## config.mk

```make
export PLATFORM = sky130hd
export DESIGN_NAME = data_mem_lsu
export DESIGN_NICKNAME = d
export VERILOG_FILES = /design/src/rtl/lsu_pkg.sv /design/src/rtl/lsu_load_align.sv /design/src/rtl/data_mem_lsu.sv
export SDC_FILE = /design/constraint.sdc
export NUM_CORES = 1
export LEC_CHECK = 0
export BUFFER_PORTS_ARGS = -buffer_cell sky130_fd_sc_hd__buf_2
export CAP_MARGIN = 25
export CORE_MARGIN = 4
export CORE_UTILIZATION = 25
export DETAILED_ROUTE_END_ITERATION = 8
export SYNTH_ARGS = -nofsm -noshare
export SYNTH_HDL_FRONTEND = slang
export SYNTH_SLANG_ARGS = --single-unit
```

## constraint.sdc

```tcl
create_clock -name clk -period 3.4 [get_ports clk]
set_clock_uncertainty 0.1 [all_clocks]
set_input_delay 0.34 -clock clk [delete_from_list [all_inputs] [get_ports clk]]
set_output_delay 0.34 -clock clk [all_outputs]
set_load 0.02 [all_outputs]
```

## src/rtl/lsu_pkg.sv

```systemverilog
// Load/store unit shared definitions.
// Contents:
//   lsu_state_t      - bus handshake state encoding
//   LSU_* constants  - fun3 access-type encodings
//   lsu_legal()      - op/alignment legality check
//   lsu_store_strb() - byte strobes for a store
//   lsu_store_data() - lane-replicated store data
package lsu_pkg;

    typedef enum logic [1:0] {
        LSU_IDLE      = 2'd0,
        LSU_WAIT_GNT  = 2'd1,
        LSU_WAIT_RESP = 2'd2,
        LSU_DONE      = 2'd3
    } lsu_state_t;

    localparam logic [2:0] LSU_B  = 3'b000;
    localparam logic [2:0] LSU_H  = 3'b001;
    localparam logic [2:0] LSU_W  = 3'b010;
    localparam logic [2:0] LSU_BU = 3'b100;
    localparam logic [2:0] LSU_HU = 3'b101;

    // Unsigned variants only exist for loads; 011/110/111 are never legal.
    function automatic logic lsu_legal(input logic [2:0] op,
                                       input logic [1:0] off,
                                       input logic       is_store);
        logic ok;
        case (op)
            LSU_B:   ok = 1'b1;
            LSU_H:   ok = ~off[0];
            LSU_W:   ok = (off == 2'b00);
            LSU_BU:  ok = ~is_store;
            LSU_HU:  ok = ~is_store & ~off[0];
            default: ok = 1'b0;
        endcase
        return ok;
    endfunction

    function automatic logic [3:0] lsu_store_strb(input logic [2:0] op,
                                                  input logic [1:0] off);
        logic [3:0] strb;
        case (op[1:0])
            2'b00:   strb = 4'b0001 << off;
            2'b01:   strb = 4'b0011 << off;
            2'b10:   strb = 4'b1111;
            default: strb = 4'b0000;
        endcase
        return strb;
    endfunction

    // Replicating the narrow datum on every lane lets the bus pick it
    // up purely by strobe, without a data shifter.
    function automatic logic [31:0] lsu_store_data(input logic [2:0]  op,
                                                   input logic [31:0] wdata);
        logic [31:0] data;
        case (op[1:0])
            2'b00:   data = {4{wdata[7:0]}};
            2'b01:   data = {2{wdata[15:0]}};
            default: data = wdata;
        endcase
        return data;
    endfunction

endpackage

```

## src/rtl/lsu_load_align.sv

```systemverilog
// Load data extraction and extension.
// Ports:
//   op   in  3   fun3 load type
//   off  in  2   byte offset within the word
//   word in  32  raw bus read word
//   data out 32  selected, sign/zero-extended load value
module lsu_load_align
    import lsu_pkg::*;
(
    input  logic [2:0]  op,
    input  logic [1:0]  off,
    input  logic [31:0] word,
    output logic [31:0] data
);

    logic [31:0] shifted_s;
    logic [7:0]  byte_s;
    logic [15:0] half_s;

    // Lane select, then extend according to the access type
    always_comb begin
        shifted_s = word >> {off, 3'b000};
        byte_s    = shifted_s[7:0];
        half_s    = off[1] ? word[31:16] : word[15:0];
        case (op)
            LSU_B:   data = {{24{byte_s[7]}}, byte_s};
            LSU_BU:  data = {24'h000000, byte_s};
            LSU_H:   data = {{16{half_s[15]}}, half_s};
            LSU_HU:  data = {16'h0000, half_s};
            LSU_W:   data = word;
            default: data = 32'h00000000;
        endcase
    end

endmodule

```

## src/rtl/data_mem_lsu.sv

```systemverilog
// Load/store unit between the MEM stage and the data-memory bus.
// Issues one word-aligned bus transaction per MEM-stage access, stalls the
// pipeline until it completes, and holds formatted load data for WB.
// Ports:
//   clk, reset                  clock, async active-high reset
//   mem_addr_mem/wdata/op       MEM-stage access (held while stalled)
//   mem_write_mem/mem_to_reg_mem store / load qualifiers
//   advance                     MEM->WB register enable
//   lsu_stall                   pipeline freeze (combinational)
//   mem_rdata_mem               formatted load data (registered)
//   misalign_err, bus_err       one-cycle registered error pulses, high in
//                               the first DONE cycle
//   bus_req/we/addr/wdata/wstrb request side (combinational, zero when idle)
//   bus_gnt/rvalid/rdata        bus response side
module data_mem_lsu
    import lsu_pkg::*;
#(
    parameter int TIMEOUT_CYCLES = 255
) (
    input  logic        clk,
    input  logic        reset,
    input  logic [31:0] mem_addr_mem,
    input  logic [31:0] mem_wdata_mem,
    input  logic [2:0]  mem_op_mem,
    input  logic        mem_write_mem,
    input  logic        mem_to_reg_mem,
    input  logic        advance,
    output logic        lsu_stall,
    output logic [31:0] mem_rdata_mem,
    output logic        misalign_err,
    output logic        bus_err,
    output logic        bus_req,
    output logic        bus_we,
    output logic [31:0] bus_addr,
    output logic [31:0] bus_wdata,
    output logic [3:0]  bus_wstrb,
    input  logic        bus_gnt,
    input  logic        bus_rvalid,
    input  logic [31:0] bus_rdata
);

    localparam int CNT_W = $clog2(TIMEOUT_CYCLES + 1);
    localparam logic [CNT_W-1:0] CNT_LAST = CNT_W'(TIMEOUT_CYCLES - 1);

    lsu_state_t       state_r, state_nxt_s;
    logic [CNT_W-1:0] cnt_r, cnt_nxt_s;
    logic [31:0]      rdata_r, rdata_nxt_s;
    logic             misalign_r, misalign_nxt_s;
    logic             bus_err_r, bus_err_nxt_s;
    logic             req_s, stall_s;

    logic        access_s, is_store_s, is_load_s, legal_s, timeout_s;
    logic [1:0]  off_s;
    logic [31:0] load_data_s;

    // A simultaneous load+store request is handled as a store
    assign access_s   = mem_write_mem | mem_to_reg_mem;
    assign is_store_s = mem_write_mem;
    assign is_load_s  = mem_to_reg_mem & ~mem_write_mem;
    assign off_s      = mem_addr_mem[1:0];
    assign legal_s    = lsu_legal(mem_op_mem, off_s, is_store_s);
    // cnt_r holds the wait cycles already spent; this is the last allowed one
    assign timeout_s  = (cnt_r == CNT_LAST);

    lsu_load_align u_align (
        .op   (mem_op_mem),
        .off  (off_s),
        .word (bus_rdata),
        .data (load_data_s)
    );

    // Handshake state register plus the registered result and error pulses
    always_ff @(posedge clk or posedge reset) begin
        if (reset) begin
            state_r    <= LSU_IDLE;
            cnt_r      <= '0;
            rdata_r    <= 32'h00000000;
            misalign_r <= 1'b0;
            bus_err_r  <= 1'b0;
        end else begin
            state_r    <= state_nxt_s;
            cnt_r      <= cnt_nxt_s;
            rdata_r    <= rdata_nxt_s;
            misalign_r <= misalign_nxt_s;
            bus_err_r  <= bus_err_nxt_s;
        end
    end

    // Next-state, timeout counter, result capture and request/stall decode
    always_comb begin
        state_nxt_s    = state_r;
        cnt_nxt_s      = cnt_r;
        rdata_nxt_s    = rdata_r;
        misalign_nxt_s = 1'b0;
        bus_err_nxt_s  = 1'b0;
        req_s          = 1'b0;
        stall_s        = 1'b0;
        case (state_r)
            LSU_IDLE: begin
                if (access_s && legal_s) begin
                    req_s     = 1'b1;
                    stall_s   = 1'b1;
                    cnt_nxt_s = '0;
                    // rvalid seen here cannot belong to this request
                    state_nxt_s = bus_gnt ? LSU_WAIT_RESP : LSU_WAIT_GNT;
                end else if (access_s) begin
                    stall_s        = 1'b1;
                    misalign_nxt_s = 1'b1;
                    rdata_nxt_s    = 32'h00000000;
                    state_nxt_s    = LSU_DONE;
                end else begin
                    state_nxt_s = LSU_IDLE;
                end
            end
            LSU_WAIT_GNT: begin
                req_s   = 1'b1;
                stall_s = 1'b1;
                if (timeout_s) begin
                    bus_err_nxt_s = 1'b1;
                    rdata_nxt_s   = 32'h00000000;
                    state_nxt_s   = LSU_DONE;
                end else if (bus_gnt) begin
                    cnt_nxt_s   = cnt_r + CNT_W'(1);
                    state_nxt_s = LSU_WAIT_RESP;
                end else begin
                    cnt_nxt_s = cnt_r + CNT_W'(1);
                end
            end
            LSU_WAIT_RESP: begin
                stall_s = 1'b1;
                // A response on the final allowed cycle still completes
                if (bus_rvalid) begin
                    if (is_load_s) begin
                        rdata_nxt_s = load_data_s;
                    end else begin
                        rdata_nxt_s = rdata_r;
                    end
                    state_nxt_s = LSU_DONE;
                end else if (timeout_s) begin
                    bus_err_nxt_s = 1'b1;
                    rdata_nxt_s   = 32'h00000000;
                    state_nxt_s   = LSU_DONE;
                end else begin
                    cnt_nxt_s = cnt_r + CNT_W'(1);
                end
            end
            LSU_DONE: begin
                // Wait here so the same instruction is never re-issued
                if (advance) begin
                    state_nxt_s = LSU_IDLE;
                end else begin
                    state_nxt_s = LSU_DONE;
                end
            end
            default: begin
                state_nxt_s = LSU_IDLE;
            end
        endcase
    end

    // Outputs; the combinational ones are forced low while reset is held
    assign bus_req       = req_s & ~reset;
    assign lsu_stall     = stall_s & ~reset;
    assign bus_we        = bus_req & is_store_s;
    assign bus_addr      = bus_req ? {mem_addr_mem[31:2], 2'b00} : 32'h00000000;
    assign bus_wdata     = bus_we ? lsu_store_data(mem_op_mem, mem_wdata_mem) : 32'h00000000;
    assign bus_wstrb     = bus_we ? lsu_store_strb(mem_op_mem, off_s) : 4'b0000;
    assign mem_rdata_mem = rdata_r;
    assign misalign_err  = misalign_r;
    assign bus_err       = bus_err_r;

endmodule

```

Word level (Yosys, flattened, before mapping)
Cells that the tools add are included.
Widths: inputs -> output; s select.
{ "word_totals": {"reg_bits": 44, "latchBits": 0, "ramBits": 0, "rom_bits": 0, "inputBits": 106, "output_inout_bits": 105, "memories": 0} }
{ "op_classes": {"addsub": 1, "n_mul": 0, "div": 0, "n_lt_le_gt_ge": 0, "eq_ne": 17, "shifts": 3, "mux": 37, "n_bitwise": 9, "n_reduce_logical": 10} }
{ "op_table": {"columns": ["op", "count"], "rows": [
  ["$mux 32", 7],
  ["$pmux 32 s5", 1],
  ["$pmux 32 s3", 1],
  ["$pmux 32 s2", 1],
  ["$shr 32x5->8", 1],
  ["$mux 8", 3],
  ["$pmux 8 s3", 1],
  ["$mux 16", 1],
  ["$mux 2", 8],
  ["$pmux 4 s3", 1],
  ["$ne 3x3->1 const B", 3],
  ["$add 8x1->8 const B", 1],
  ["$eq 8x8->1 const B", 1],
  ["$ne 2x2->1 const B", 4],
  ["$pmux 2 s4", 1],
  ["$mux 1", 7],
  ["$eq 2x2->1 const B", 3],
  ["$eq 3x3->1 const B", 2],
  ["$logic_not 2->1", 3],
  ["$pmux 1 s2", 3],
  ["$and 1x1->1", 5],
  ["$pmux 1 s5", 1],
  ["$eq 2x1->1 const B", 2],
  ["$mux 4", 1],
  ["other kinds (13)", 15]
]} }

Logic depth before layout (Yosys ltp)
{ "depth": {"word_depth": 9, "depth_mapped": 9} }

Hierarchy
From an unflattened synthesis, not the netlist that was laid out.
{ "hier_totals": {"cells_unflattened": 429, "area_unflattened_um2": 3678.5} }
{ "modules_own_cells": {"columns": ["mod", "instances", "cells_each", "area_each_um2", "seq_area_each_um2"], "rows": [
  ["data_mem_lsu", 1, 318, 2856.5, 1101.1],
  ["lsu_load_align", 1, 111, 822.0, 0.0]
]} }

Worst setup path before layout
No wires, ideal clock.
{ "synth_timing": {"path_kind": "register -> output", "start": "register state_r[0]", "end": "output port bus_addr[22]", "arrival_ps": 2053, "setup_slack_ps": 907, "path_stages_with_launch": 9, "path_buffers": 2, "path_cell_list": "dfrtp_1 -> inv_1 -> ha_1 -> clkbuf_1 -> o21a_1 -> o21ai_0 -> a21oi_1 -> buf_2 -> and2_1"} }
{ "synth_between": {"elab_chain_len": 4, "word_cells_on_any_way": 5, "cone_classes": "eq/ne (1); mux (2); bitwise (1); reduce/logical (1)"} }
{ "synth_lines": {"columns": ["item", "line", "rtl"], "rows": [
  ["start, declared", "data_mem_lsu.sv:45", "lsu_state_t state_r, state_nxt_s;"],
  ["start signal, assigned", "data_mem_lsu.sv:81", "state_r <= state_nxt_s;"],
  ["$eq 2x1->1 / $logic_not 2->1 (equally long branches)", "data_mem_lsu.sv:98", "case (state_r)"],
  ["$pmux 1 s2 (*)", "data_mem_lsu.sv:98", null],
  ["$and 1x1->1 (*)", "data_mem_lsu.sv:162", "assign bus_req = req_s & ~reset;"],
  ["named net bus_req", "data_mem_lsu.sv:32", "output logic bus_req,"],
  ["$mux 32 (*)", "data_mem_lsu.sv:165", "assign bus_addr = bus_req ? {mem_addr_mem[31:2], 2'b00} : 32'h00000000;"],
  ["end, declared", "data_mem_lsu.sv:34", "output logic [31:0] bus_addr,"]
]} }
The timed path passes the listed nets; every way through them passes the cells marked *.

Worst setup path in the final report
{ "layout_timing": {"start": "register state_r[0]", "end": "output port bus_wstrb[1]"} }
{ "layout_between": {"elab_chain_len": 5, "word_cells_on_any_way": 6, "cone_classes": "eq/ne (1); mux (2); bitwise (2); reduce/logical (1)"} }
{ "layout_lines": {"columns": ["item", "line", "rtl"], "rows": [
  ["$eq 2x1->1 / $logic_not 2->1 (equally long branches)", "data_mem_lsu.sv:98", null],
  ["$pmux 1 s2 (*)", "data_mem_lsu.sv:98", null],
  ["$and 1x1->1 (*)", "data_mem_lsu.sv:162", null],
  ["$and 1x1->1 (*)", "data_mem_lsu.sv:164", "assign bus_we = bus_req & is_store_s;"],
  ["$mux 4 (*)", "data_mem_lsu.sv:167", "assign bus_wstrb = bus_we ? lsu_store_strb(mem_op_mem, off_s) : 4'b0000;"],
  ["end, declared", "data_mem_lsu.sv:36", "output logic [3:0] bus_wstrb,"]
]} }
Mark *: on every way between the ends. The rest lies on a longest branch, timed or not.

==> flow_metrics.tcl <==
set metrics [dict create \
    core_area_mm2 0.0135 \
    yosysSeqAreaShare_pct 31.5 \
    min_period_over_period_pct 85.0 \
    std_cell_rows 42 \
    dp_hpwl_mm 10.7 \
    fill_cells 1430 \
    portBuffers 208 \
    drtPass1Iterations 6 \
    end_kind "primary output" \
    synth_ff_type "dfrtp_1" \
    swShare_pct 43.8 \
    drt_iter0_drc 323 \
    overflow 0 \
    drc_errors 0 \
    place_congestion 0.869 \
    relSlewSlack_pct 41.8 \
    yosysTopAreaCellShare_pct 31.5 \
    antenna_found_initial 1 \
    dieArea_mm2 0.0159 \
    synth_area_leaders "dfrtp_1 (32%), and2_1 (7.0%), mux2i_1 (5.7%), nand2_1 (4.3%), a22o_1 (4.0%)" \
    reg2reg_setup_slack_ps 980 \
    cp.required_ps 2960 \
    cp_cell_sequence "inv_1, ha_1, o21a_1, o21ai_0, a21oi_1, buf_4, o2111a_1, buf_2" \
    p_switching_w 0.00106 \
    ys_warn_count 0 \
    cts_resized 0 \
    clock_latency_ps 290 \
    fp.dieW_um 126 \
    leakage_nw 2.51 \
    peakVddDrop_uv 309 \
    numCtsBuffers 5 \
    synth_edf_count 0 \
    grt_use_total_pct 16.4 \
    r2r-start "state_r[0]" \
    postCtsSetupRepairBufs 0 \
    wl_per_cell_um 17.8 \
    cpPeakStageDelay_ps 440 \
    grt_setup_unrepaired "false" \
    clock-root-buffer "clkbuf_16" \
    start_kind "register" \
    setup_violations 0 \
    maxCapViolations 0 \
    ys_seq_elements 44 \
    synth_top_cell_by_area "dfrtp_1" \
    die_h_um 126 \
    route.vias.total 3934 \
    synth.avg_cell_area_um2 8.62 \
    path_clk_slew_ps 70 \
    drive_gt1_share_pct 41.9 \
    initial_core_util_pct 26.0 \
    hold_violations 0 \
    combPwrFrac_pct 50.3 \
    r2r_end "cnt_r[7]" \
    fin_nets 705 \
    grt_pass1_wl_mm 21.3 \
    pwr-share-seq_pct 25.9 \
    final_cell_mix "buf_2 (208), dfrtp_1 (44), nand2_1 (40)" \
    ys_async_sr_fraction_pct 100 \
    power.share.clock_pct 23.8 \
    fmax_ghz 0.346 \
    syn2layout_area_growth_pct 38.1 \
    final_common_cell "buf_2" \
    worst_hold_slack_ps 111 \
    critPathSlowestCell "ha_1" \
    io_pins 211 \
    layout.area.seq_mm2 0.00110 \
    cts_max_path_buffers 2 \
    drv_slew 0 \
    ant_nets 0 \
    grt_pass1_vias 3979 \
    critPathArrivalTime_ps 2450 \
    hold_path.class "in -> async" \
    post-route-min-period_ps 2890 \
    multi_input_area_mm2 0.00218 \
    path_class "reg -> out" \
    grt_start_max_net_pins 45 \
    tns_ps 0 \
    status "complete, no violations" \
    ff2ff_path_depth 6 \
    p_per_area_mw_per_mm2 504 \
    path_max_fanout 33 \
    ctsHtreeMaxLevel 2 \
    cts_hold_buf 0 \
    cts_tree "yes" \
    p_int_w 0.00137 \
    via_per_inst 5.10 \
    worstMarginPinSlew_ps 872 \
    cts_num_sinks 44 \
    syn-instance-count 405 \
    synth.cell_area_mm2 0.00349 \
    synthDistinctLibCells 60 \
    drt-total-wl_mm 13.7 \
]
cell type report:
cell class | count | area share (%)
sequential | 44 | 22.8
clock inverter | 3 | 0.960
multi-input combinational | 314 | 45.2
inverter | 12 | 0.934
tap | 176 | 4.57
timing repair buffer | 216 | 22.8
antenna | 1 | 0.0519
clock buffer | 5 | 2.59
sequential cells by signal, indices dropped and copies added (netlist names):
| name | count |
|---|---|
| mem_rdata_mem | 32 |
| state_r | 2 |
| cnt_r | 8 |
| bus_err | 1 |
| misalign_err | 1 |
worst max-delay path by stage:
stage	start	endpoint	slack (ps)	cells after the start
after floorplan	state_r[0]	bus_addr[22]	910	8
after global placement	mem_op_mem[0]	bus_wdata[6]	750	8
after detailed placement	mem_op_mem[0]	bus_wdata[7]	650	8
after CTS	state_r[0]	bus_wstrb[1]	520	8
after global routing	state_r[1]	bus_wstrb[3]	310	8
final	state_r[0]	bus_wstrb[1]	510	8
critical path, delay by kind of cell, from the launching register on:
kind / cells / cell delay [ps]
flip-flops: 1 / 420
adder cells (fa/ha/maj): 1 / 440
AO/OA/AOI/OAI: 4 / 770
buffers and inverters: 3 / 540
cell families (layout without fill, tap and decap cells):
kind of cell / Yosys count / in the layout / synth area share, %
AOI/OAI and AO/OA: 123 / 123 / 26.9
adders and majority gates: 6 / 6 / 2.15
buffers and inverters: 48 / 236 / 6.31
DFF: 44 / 44 / 31.5
muxes: 31 / 31 / 9.92
other: 1 / 3 / 0.107
and+or+nand+nor: 152 / 152 / 23.1
per-layer routing:
metal / global-route usage, % / wire, um / up-vias
li1: - / - / 1856
met1: 20.6 / 5620 / 1869
met2: 28.9 / 6850 / 198
met3: 3.73 / 1090 / 11
met4: 2.90 / 129 / 0
met5: 0 / 0 / -
cell usage after synthesis, types with 11 or more instances:
cell / n
buf_2: 11
o21ai_0: 25
nand2_1: 40
a22o_1: 16
mux2i_1: 20
a21oi_1: 22
inv_1: 12
clkbuf_1: 17
and2_1: 39
dfrtp_1: 44
nor2_1: 34
o2bb2ai_1: 16
power by group through the flow:
stage                     sequential (W)  combinational, W  clock [W]
after global routing            0.000635           0.00135   0.000604
after detailed placement        0.000635           0.00123          0
final                           0.000628           0.00122   0.000578
after CTS                       0.000627           0.00123   0.000586
after floorplan                 0.000640          0.000850          0
after global placement          0.000631           0.00120          0
stage by stage:
step / total power [W] / instances / worst slack (ps) / util (%) / area, um2
floorplan: 0.00149 / 406 / 907 / - / 3500
global placement: 0.00183 / 762 / 747 / 34.6 / 4650
detailed placement: 0.00186 / 762 / 653 / 34.6 / 4650
CTS: 0.00244 / 770 / 520 / 35.8 / 4820
global route: 0.00259 / 771 / 310 / 35.8 / 4820
finish: 0.00243 / 771 / 510 / 35.8 / 4820
Note: power is estimated with default switching activity, not from simulation.
